<file path="config.mk">
export PLATFORM = sky130hd
export DESIGN_NAME = csa_pipe_flat
export DESIGN_NICKNAME = d
export VERILOG_FILES = /design/src/rtl/csa_pkg.sv /design/src/rtl/csa_pipe_if.sv /design/src/rtl/csa_pipe_adder_n.sv /design/src/rtl/csa_pipe.sv /design/src/flat_wrapper.sv
export SDC_FILE = /design/constraint.sdc
export NUM_CORES = 1
export LEC_CHECK = 0
export CAP_MARGIN = 10
export CORE_UTILIZATION = 51
export DETAILED_ROUTE_END_ITERATION = 10
export PLACE_DENSITY_LB_ADDON = 0.05
export SLEW_MARGIN = 20
export SYNTH_ARGS = -nofsm -noshare
export SYNTH_HDL_FRONTEND = slang
export SYNTH_SLANG_ARGS = --single-unit
</file>
<file path="constraint.sdc">
create_clock -name clk -period 3.76 [get_ports clk]
set_input_delay 0.752 -clock clk [delete_from_list [all_inputs] [get_ports clk]]
set_output_delay 0.752 -clock clk [all_outputs]
set_load 0.01 [all_outputs]
</file>
<file path="src/rtl/csa_pkg.sv">
// csa_pipe shared definitions: default geometry and the
// stage-1 per-block record carried between the two stages.
package csa_pkg;

    localparam int CSA_WIDTH = 16;
    localparam int CSA_BLOCK = 4;

    typedef struct packed {
        logic [CSA_BLOCK-1:0] sum0;
        logic [CSA_BLOCK-1:0] sum1;
        logic                 c0;
        logic                 c1;
    } csa_blk_t;

endpackage

</file>
<file path="src/rtl/csa_pipe_if.sv">
// csa_pipe operand/result bundle with valid/ready on both sides.
// master = producer+consumer, slave = the adder pipeline.
interface csa_pipe_if
    import csa_pkg::*;
#(
    parameter int WIDTH = CSA_WIDTH
) ();

    logic             in_valid;
    logic             in_ready;
    logic [WIDTH-1:0] a;
    logic [WIDTH-1:0] b;
    logic             cin;
    logic             sub;
    logic             out_valid;
    logic             out_ready;
    logic [WIDTH-1:0] sum;
    logic             carry;
    logic             ovf;

    modport master (
        output in_valid, a, b, cin, sub, out_ready,
        input  in_ready, out_valid, sum, carry, ovf
    );

    modport slave (
        input  in_valid, a, b, cin, sub, out_ready,
        output in_ready, out_valid, sum, carry, ovf
    );

endinterface

</file>
<file path="src/rtl/csa_pipe_adder_n.sv">
// adder_n: N-bit ripple-carry adder used for each carry-select
// block, evaluated once per assumed carry-in.
module adder_n
    import csa_pkg::*;
#(
    parameter int N = CSA_BLOCK
) (
    input  logic [N-1:0] x,
    input  logic [N-1:0] y,
    input  logic         carry_in,
    output logic [N-1:0] s,
    output logic         carry_out
);

    logic c;

    // ripple the carry bit by bit through the block
    always_comb begin
        c = carry_in;
        s = '0;
        for (int k = 0; k < N; k++) begin
            s[k] = x[k] ^ y[k] ^ c;
            c    = (x[k] & y[k]) | (c & (x[k] ^ y[k]));
        end
        carry_out = c;
    end

endmodule

</file>
<file path="src/rtl/csa_pipe.sv">
// csa_pipe: two-stage carry-select adder/subtractor.
// Stage 1 forms both block results, stage 2 resolves the select chain.
module csa_pipe
    import csa_pkg::*;
#(
    parameter int  WIDTH = CSA_WIDTH,
    parameter int  BLOCK = CSA_BLOCK,
    parameter type blk_t = csa_blk_t
) (
    input logic       clk,
    input logic       rst,
    csa_pipe_if.slave bus
);

    localparam int NB = WIDTH / BLOCK;

    if ((BLOCK < 1) || (WIDTH % BLOCK != 0) ||
        (WIDTH < 2 * BLOCK) ||
        ($bits(blk_t) != 2 * BLOCK + 2)) begin : g_bad_geom
        $error("csa_pipe: illegal WIDTH/BLOCK combination");
    end

    logic [WIDTH-1:0] bx;
    logic             c_eff;

    // subtraction is A + ~B + 1, so cin is forced high
    assign bx    = bus.sub ? ~bus.b : bus.b;
    assign c_eff = bus.sub | bus.cin;

    blk_t n1_blk [NB];
    blk_t s1_blk [NB];
    logic v1;
    logic am1;
    logic bm1;

    for (genvar gi = 0; gi < NB; gi++) begin : g_blk
        if (gi == 0) begin : g_lo
            logic [BLOCK-1:0] s;
            logic             co;

            adder_n #(.N(BLOCK)) u_add (
                .x        (bus.a[BLOCK-1:0]),
                .y        (bx[BLOCK-1:0]),
                .carry_in (c_eff),
                .s        (s),
                .carry_out(co)
            );

            // block 0 knows its real carry-in; both slots agree
            assign n1_blk[gi] = '{sum0: s, sum1: s, c0: co, c1: co};
        end else begin : g_hi
            logic [BLOCK-1:0] s0;
            logic [BLOCK-1:0] s1;
            logic             co0;
            logic             co1;

            adder_n #(.N(BLOCK)) u_add0 (
                .x        (bus.a[gi*BLOCK +: BLOCK]),
                .y        (bx[gi*BLOCK +: BLOCK]),
                .carry_in (1'b0),
                .s        (s0),
                .carry_out(co0)
            );

            adder_n #(.N(BLOCK)) u_add1 (
                .x        (bus.a[gi*BLOCK +: BLOCK]),
                .y        (bx[gi*BLOCK +: BLOCK]),
                .carry_in (1'b1),
                .s        (s1),
                .carry_out(co1)
            );

            assign n1_blk[gi] = '{sum0: s0, sum1: s1, c0: co0, c1: co1};
        end
    end

    logic             ld1;
    logic             ld2;
    logic             v2;
    logic [WIDTH-1:0] sum_q;
    logic             carry_q;
    logic             ovf_q;

    assign ld2 = !v2 || bus.out_ready;
    assign ld1 = !v1 || ld2;

    assign bus.in_ready  = ld1;
    assign bus.out_valid = v2;
    assign bus.sum       = sum_q;
    assign bus.carry     = carry_q;
    assign bus.ovf       = ovf_q;

    // stage-1 valid: follows in_valid whenever the stage advances
    always_ff @(posedge clk) begin
        if (rst) begin
            v1 <= 1'b0;
        end else if (ld1) begin
            v1 <= bus.in_valid;
        end
    end

    // stage-1 payload: both candidate block results plus operand MSBs
    always_ff @(posedge clk) begin
        if (ld1 && bus.in_valid) begin
            s1_blk <= n1_blk;
            am1    <= bus.a[WIDTH-1];
            bm1    <= bx[WIDTH-1];
        end
    end

    logic [WIDTH-1:0] n2_sum;
    logic             n2_carry;
    logic             n2_ovf;
    logic             c;

    // walk the select chain: each block picks by the previous carry
    always_comb begin
        c      = 1'b0;
        n2_sum = '0;
        for (int k = 0; k < NB; k++) begin
            n2_sum[k*BLOCK +: BLOCK] = c ? s1_blk[k].sum1 : s1_blk[k].sum0;
            c = c ? s1_blk[k].c1 : s1_blk[k].c0;
        end
        n2_carry = c;
        n2_ovf   = (am1 == bm1) && (n2_sum[WIDTH-1] != am1);
    end

    // stage-2 result register, frozen while the consumer stalls
    always_ff @(posedge clk) begin
        if (rst) begin
            v2      <= 1'b0;
            sum_q   <= '0;
            carry_q <= 1'b0;
            ovf_q   <= 1'b0;
        end else if (ld2) begin
            v2 <= v1;
            if (v1) begin
                sum_q   <= n2_sum;
                carry_q <= n2_carry;
                ovf_q   <= n2_ovf;
            end
        end
    end

endmodule

</file>
<file path="src/flat_wrapper.sv">
// flat-port wrapper written by rule: the top's interface ports become plain ports
module csa_pipe_flat import csa_pkg::*;
#(
    parameter int  WIDTH = CSA_WIDTH,
    parameter int  BLOCK = CSA_BLOCK,
    parameter type blk_t = csa_blk_t
)
  (clk, rst, bus_in_valid, bus_a, bus_b, bus_cin, bus_sub, bus_out_ready, bus_in_ready, bus_out_valid, bus_sum, bus_carry, bus_ovf);
  csa_pipe_if #(.WIDTH(WIDTH)) bus_i ();
  input logic clk;
  input logic rst;
  input wire logic [$bits(bus_i.in_valid)-1:0] bus_in_valid;
  input wire logic [$bits(bus_i.a)-1:0] bus_a;
  input wire logic [$bits(bus_i.b)-1:0] bus_b;
  input wire logic [$bits(bus_i.cin)-1:0] bus_cin;
  input wire logic [$bits(bus_i.sub)-1:0] bus_sub;
  input wire logic [$bits(bus_i.out_ready)-1:0] bus_out_ready;
  output wire logic [$bits(bus_i.in_ready)-1:0] bus_in_ready;
  output wire logic [$bits(bus_i.out_valid)-1:0] bus_out_valid;
  output wire logic [$bits(bus_i.sum)-1:0] bus_sum;
  output wire logic [$bits(bus_i.carry)-1:0] bus_carry;
  output wire logic [$bits(bus_i.ovf)-1:0] bus_ovf;
  assign bus_i.in_valid = bus_in_valid;
  assign bus_i.a = bus_a;
  assign bus_i.b = bus_b;
  assign bus_i.cin = bus_cin;
  assign bus_i.sub = bus_sub;
  assign bus_i.out_ready = bus_out_ready;
  assign bus_in_ready = bus_i.in_ready;
  assign bus_out_valid = bus_i.out_valid;
  assign bus_sum = bus_i.sum;
  assign bus_carry = bus_i.carry;
  assign bus_ovf = bus_i.ovf;
  csa_pipe #(.WIDTH(WIDTH), .BLOCK(BLOCK), .blk_t(blk_t)) u_core (.clk(clk), .rst(rst), .bus(bus_i));
endmodule
</file>
==> flow_summary.html <==
<table>
<tr><th>Metric</th><th>Value</th></tr>
<tr><th colspan="2">Floorplan</th></tr>
<tr><td>Number of placement rows</td><td>26</td></tr>
<tr><td>Die Area</td><td>5900 sq um</td></tr>
<tr><td>Die width</td><td>76.8 um</td></tr>
<tr><td>Boundary pin count</td><td>58</td></tr>
<tr><td>Core Region</td><td>between 5000 and 6000 sq um</td></tr>
<tr><td>Starting density of the core</td><td>roughly 55%</td></tr>
<tr><td>Y dimension of the die</td><td>between 70 and 80 um</td></tr>
<tr><th colspan="2">Logic synthesis</th></tr>
<tr><td>Flip-flop and latch count after synthesis</td><td>57</td></tr>
<tr><td>Top_reg_cell synth</td><td>sky130_fd_sc_hd__edfxtp_1</td></tr>
<tr><td>Async set-or-reset flop fraction in the synthesized netlist</td><td>0%</td></tr>
<tr><td>Fraction of synthesized cell area taken by the top area cell type</td><td>between 30% and 40%</td></tr>
<tr><td>Leading cell types by total area after synthesis</td><td>sky130_fd_sc_hd__edfxtp_1 39%, sky130_fd_sc_hd__fa_1 15%, sky130_fd_sc_hd__dfxtp_1 14%</td></tr>
<tr><td>Synth Net Count</td><td>around 280</td></tr>
<tr><td>Most common cell in the netlist</td><td>sky130_fd_sc_hd__inv_1</td></tr>
<tr><td>Number of flops mapped to enable cells by yosys</td><td>37</td></tr>
<tr><td>Cell area after technology mapping</td><td>between 2000 and 3000 sq um</td></tr>
<tr><td>Register area share after synthesis</td><td>about 53%</td></tr>
<tr><td>Leading area contributor after synthesis</td><td>sky130_fd_sc_hd__edfxtp_1</td></tr>
<tr><td>Syn_area_per_cell</td><td>~13 sq um</td></tr>
<tr><td>Count of cell types in the netlist</td><td>20</td></tr>
<tr><td>Number of cells produced by synthesis</td><td>217</td></tr>
<tr><td>Ranking of synthesized cells by instance count</td><td>43 x sky130_fd_sc_hd__inv_1, 37 x sky130_fd_sc_hd__edfxtp_1, 23 x sky130_fd_sc_hd__nor2_1</td></tr>
<tr><td>Total of warnings raised by yosys</td><td>0</td></tr>
<tr><th colspan="2">Worst setup path</th></tr>
<tr><td>Worst path max stage delay</td><td>about 0.51 ns</td></tr>
<tr><td>Data required time of the critical path</td><td>3.82 ns</td></tr>
<tr><td>Cell repeated most along the worst path</td><td>sky130_fd_sc_hd__fa_1</td></tr>
<tr><td>Critical Path Start</td><td>bus_sub</td></tr>
<tr><td>Maximum fanout along the worst path</td><td>17</td></tr>
<tr><td>Worst reg2reg path startpoint</td><td>u_core.s1_blk[31]</td></tr>
<tr><td>Sequence of cells on the critical path</td><td>clkdlybuf4s50_1 &gt; buf_12 &gt; xor2_1 &gt; inv_1 &gt; ha_1 &gt; fa_1 &gt; fa_1 &gt; inv_1 &gt; fa_1</td></tr>
<tr><td>Startpoint-to-endpoint class of the critical path</td><td>in -&gt; reg</td></tr>
<tr><td>CP Capture Type</td><td>flop</td></tr>
<tr><td>Data arrival time at the worst-slack endpoint</td><td>~3.2 ns</td></tr>
<tr><td>Startpoint type of the worst setup path</td><td>input port</td></tr>
<tr><td>Cell with the biggest individual delay on the critical path</td><td>sky130_fd_sc_hd__clkdlybuf4s50_1</td></tr>
<tr><th colspan="2">Global routing</th></tr>
<tr><td>Number of antenna violations at the first check in global routing</td><td>0</td></tr>
<tr><td>Pin count of the biggest net entering global routing</td><td>38</td></tr>
<tr><td>GRT Util Overall</td><td>18.0%</td></tr>
<tr><td>Number of global-route vias before repair</td><td>roughly 1700</td></tr>
<tr><td>Global route overflow</td><td>0</td></tr>
<tr><td>Global-route wire length before repair</td><td>7.85 mm</td></tr>
<tr><th colspan="2">Place</th></tr>
<tr><td>Number of buffers inserted by port buffering</td><td>between 50 and 60</td></tr>
<tr><td>Total cell area at the placement stage</td><td>3510 sq um</td></tr>
<tr><td>Worst setup timing slack at the placement stage</td><td>0.311 ns</td></tr>
<tr><td>DP HPWL</td><td>roughly 3.2 mm</td></tr>
<tr><td>Weighted congestion at the end of routability-driven global placement</td><td>roughly 0.73</td></tr>
<tr><th colspan="2">Finish</th></tr>
<tr><td>P&amp;R area growth vs syn</td><td>29.4%</td></tr>
<tr><td>Diodes inserted</td><td>0</td></tr>
<tr><td>Net total in the final layout</td><td>approximately 350</td></tr>
<tr><td>Share of final-layout standard cells stronger than drive strength 1</td><td>slightly above 8%</td></tr>
<tr><td>Design area</td><td>~3700 sq um</td></tr>
<tr><th colspan="2">STA</th></tr>
<tr><td>Minimum clock period</td><td>3.13 ns</td></tr>
<tr><td>Headroom to the max-slew limit</td><td>about 44%</td></tr>
<tr><td>Fin Clk Skew</td><td>0.00681 ns</td></tr>
<tr><td>Setup repair after global routing missed its margin</td><td>no</td></tr>
<tr><td>Max-slew violations</td><td>0</td></tr>
<tr><td># setup viols final</td><td>0</td></tr>
<tr><td>Final total negative setup slack</td><td>0 ns</td></tr>
<tr><td>Final clock period utilization by the worst path</td><td>between 80% and 90%</td></tr>
<tr><td>Upper clock frequency limit</td><td>between 300 and 400 MHz</td></tr>
<tr><td>Final hold slack</td><td>slightly below 0.5 ns</td></tr>
<tr><td>Final critical-path setup slack</td><td>approximately 0.63 ns</td></tr>
<tr><td>Transition time at the pin with the least slew margin</td><td>~0.83 ns</td></tr>
<tr><td>Final hold vios</td><td>0</td></tr>
<tr><th colspan="2">CTS</th></tr>
<tr><td>CTS tree</td><td>built</td></tr>
<tr><td>Post-CTS clock slew at the launch and capture registers of the worst setup and hold paths</td><td>~0.060 ns</td></tr>
<tr><td>Number of sinks driven by the clock tree</td><td>57</td></tr>
<tr><td>Post-CTS sizing</td><td>0</td></tr>
<tr><td>Maximum level of the CTS H-tree</td><td>3</td></tr>
<tr><td>Root buffer cell</td><td>sky130_fd_sc_hd__clkbuf_8</td></tr>
<tr><td>Setup Buffers After CTS</td><td>0</td></tr>
<tr><td>Hold-fix buffers, CTS</td><td>0</td></tr>
<tr><td>Deepest clock path buffer count</td><td>2</td></tr>
<tr><td>Clock insertion delay at the later pin of the skew report</td><td>0.32 ns</td></tr>
<tr><td>CTS buffer count</td><td>9</td></tr>
<tr><th colspan="2">Drt</th></tr>
<tr><td>First-pass iteration count of the detailed router</td><td>2</td></tr>
<tr><td>Final antenna-violating net count</td><td>0</td></tr>
<tr><td>Routed via count</td><td>roughly 1700</td></tr>
<tr><td>DRT iter0 DRCs</td><td>66</td></tr>
<tr><td>Remaining design rule violation count</td><td>0</td></tr>
<tr><td>Per-cell routed wire length</td><td>between 10 and 15 um</td></tr>
<tr><td>Post-detailed-route via-to-cell ratio</td><td>around 4.7</td></tr>
<tr><td>Total Wirelength</td><td>4.54 mm</td></tr>
<tr><th colspan="2">Flow run</th></tr>
<tr><td>Max-cap viol count</td><td>0</td></tr>
<tr><th colspan="2">Power and ir drop</th></tr>
<tr><td>Post-route total power</td><td>1620 uW</td></tr>
<tr><td>Power per standard cell area</td><td>approximately 440 nW/um^2</td></tr>
<tr><td>Maximum vdd ir drop</td><td>0.231 mV</td></tr>
<tr><td>Cell leakage power</td><td>0.00155 uW</td></tr>
<tr><th colspan="2">Worst hold path</th></tr>
<tr><td>Hold Crit Start</td><td>u_core.n2_sum[2]</td></tr>
<tr><td>Type of the most critical hold path</td><td>reg -&gt; reg</td></tr>
<tr><th colspan="2">Run status</th></tr>
<tr><td>Outcome</td><td>finished, final reports clean</td></tr>
</table>
[critical path, delay by kind of cell]
family	cells	cell delay (ns)
xor+xnor	1	0.21
fa+ha+maj	4	1.36
buf+inv	4	0.85
[metrics by stage]
stage	utilization [%]	std cells
after global routing	70.6	355
after CTS	70.6	355
final	70.6	355
after detailed placement	67.1	339
after floorplan	-	217
after global placement	67.1	339
[path summary, 6_finish.rpt]
path	to	slack [ns]	cells past startpoint
hold reg to reg	u_core.bus.sum[2]	0.49	2
setup / recovery	u_core.s1_blk[15]	0.63	9
hold / removal	u_core.bus.sum[2]	0.49	2
setup reg to reg	u_core.bus.sum[14]	1.80	4
[power breakdown]
| part | switching, uW | total [uW] | internal (uW) | leakage (uW) |
|---|---|---|---|---|
| clock | 229 | 519 | 290 | 0.0000992 |
| combinational | 146 | 305 | 159 | 0.000922 |
| sequential | 31.0 | 796 | 765 | 0.000526 |
| total | 406 | 1620 | 1210 | 0.00155 |
[sequential cells by signal (all words and copies together), names as in the netlist]
register              count
u_core.bm1                1
u_core.v1                 1
u_core.s1_blk            31
u_core.n2_sum             4
u_core.am1                1
u_core.bus.out_valid      1
u_core.bus.ovf            1
u_core.bus.carry          1
u_core.bus.sum           16
[metal layers]
| layer | up-vias | global-route usage (%) | share of wire, % |
|---|---|---|---|
| met2 | 41 | 28.7 | 51 |
| met4 | 0 | 11.5 | 2.1 |
| met3 | 7 | 3.81 | 3.5 |
| met1 | 785 | 22.1 | 43 |
| met5 | - | 0 | 0 |
| li1 | 822 | - | - |
[placed cells by master, fill, tap and decap left out]
| cell | netlist | layout |
|---|---|---|
| sky130_fd_sc_hd__fa_1 | 22 | 22 |
| sky130_fd_sc_hd__xnor2_1 | 5 | 5 |
| sky130_fd_sc_hd__mux2i_4 | 2 | 2 |
| sky130_fd_sc_hd__dfxtp_1 | 20 | 20 |
| sky130_fd_sc_hd__xor2_1 | 11 | 11 |
| sky130_fd_sc_hd__inv_1 | 43 | 43 |
| sky130_fd_sc_hd__a211oi_1 | 12 | 12 |
| sky130_fd_sc_hd__nor2b_2 | 0 | 1 |
| sky130_fd_sc_hd__edfxtp_1 | 37 | 37 |
| sky130_fd_sc_hd__and2_1 | 1 | 1 |
| sky130_fd_sc_hd__nand2_1 | 2 | 2 |
| sky130_fd_sc_hd__buf_12 | 0 | 1 |
| sky130_fd_sc_hd__nor2b_1 | 2 | 1 |
| sky130_fd_sc_hd__a21oi_1 | 1 | 1 |
| sky130_fd_sc_hd__clkbuf_1 | 5 | 1 |
| sky130_fd_sc_hd__clkdlybuf4s50_1 | 0 | 57 |
| sky130_fd_sc_hd__clkinv_2 | 0 | 3 |
| sky130_fd_sc_hd__nor2_1 | 23 | 23 |
| sky130_fd_sc_hd__ha_1 | 6 | 6 |
| sky130_fd_sc_hd__buf_4 | 0 | 2 |
| sky130_fd_sc_hd__a311oi_2 | 1 | 1 |
| sky130_fd_sc_hd__nand3b_4 | 1 | 1 |
| sky130_fd_sc_hd__clkbuf_8 | 0 | 12 |
| sky130_fd_sc_hd__mux2i_1 | 20 | 20 |
[cell type report]
type	instances	area (sq um)
clock buffers	13	169
clock inverters	3	15.0
fillers	388	1540
inverters	43	161
multi-input cells	109	1150
flip-flops and latches	57	1510
well taps	70	87.6
repair buffers	60	606
[logic make-up (layout without fill, tap and decap cells)]
| logic type | Yosys count | after routing | synth area share (%) |
|---|---|---|---|
| muxes | 22 | 22 | 8.59 |
| adders and majority gates | 28 | 28 | 18.0 |
| buffers and inverters | 51 | 119 | 7.05 |
| AOI/OAI and AO/OA | 14 | 14 | 3.85 |
| DFF | 57 | 57 | 52.9 |
| xor gates and xnor gates | 16 | 16 | 4.91 |
| and+or+nand+nor | 29 | 29 | 4.64 |
(Power assumes the default switching activity.)
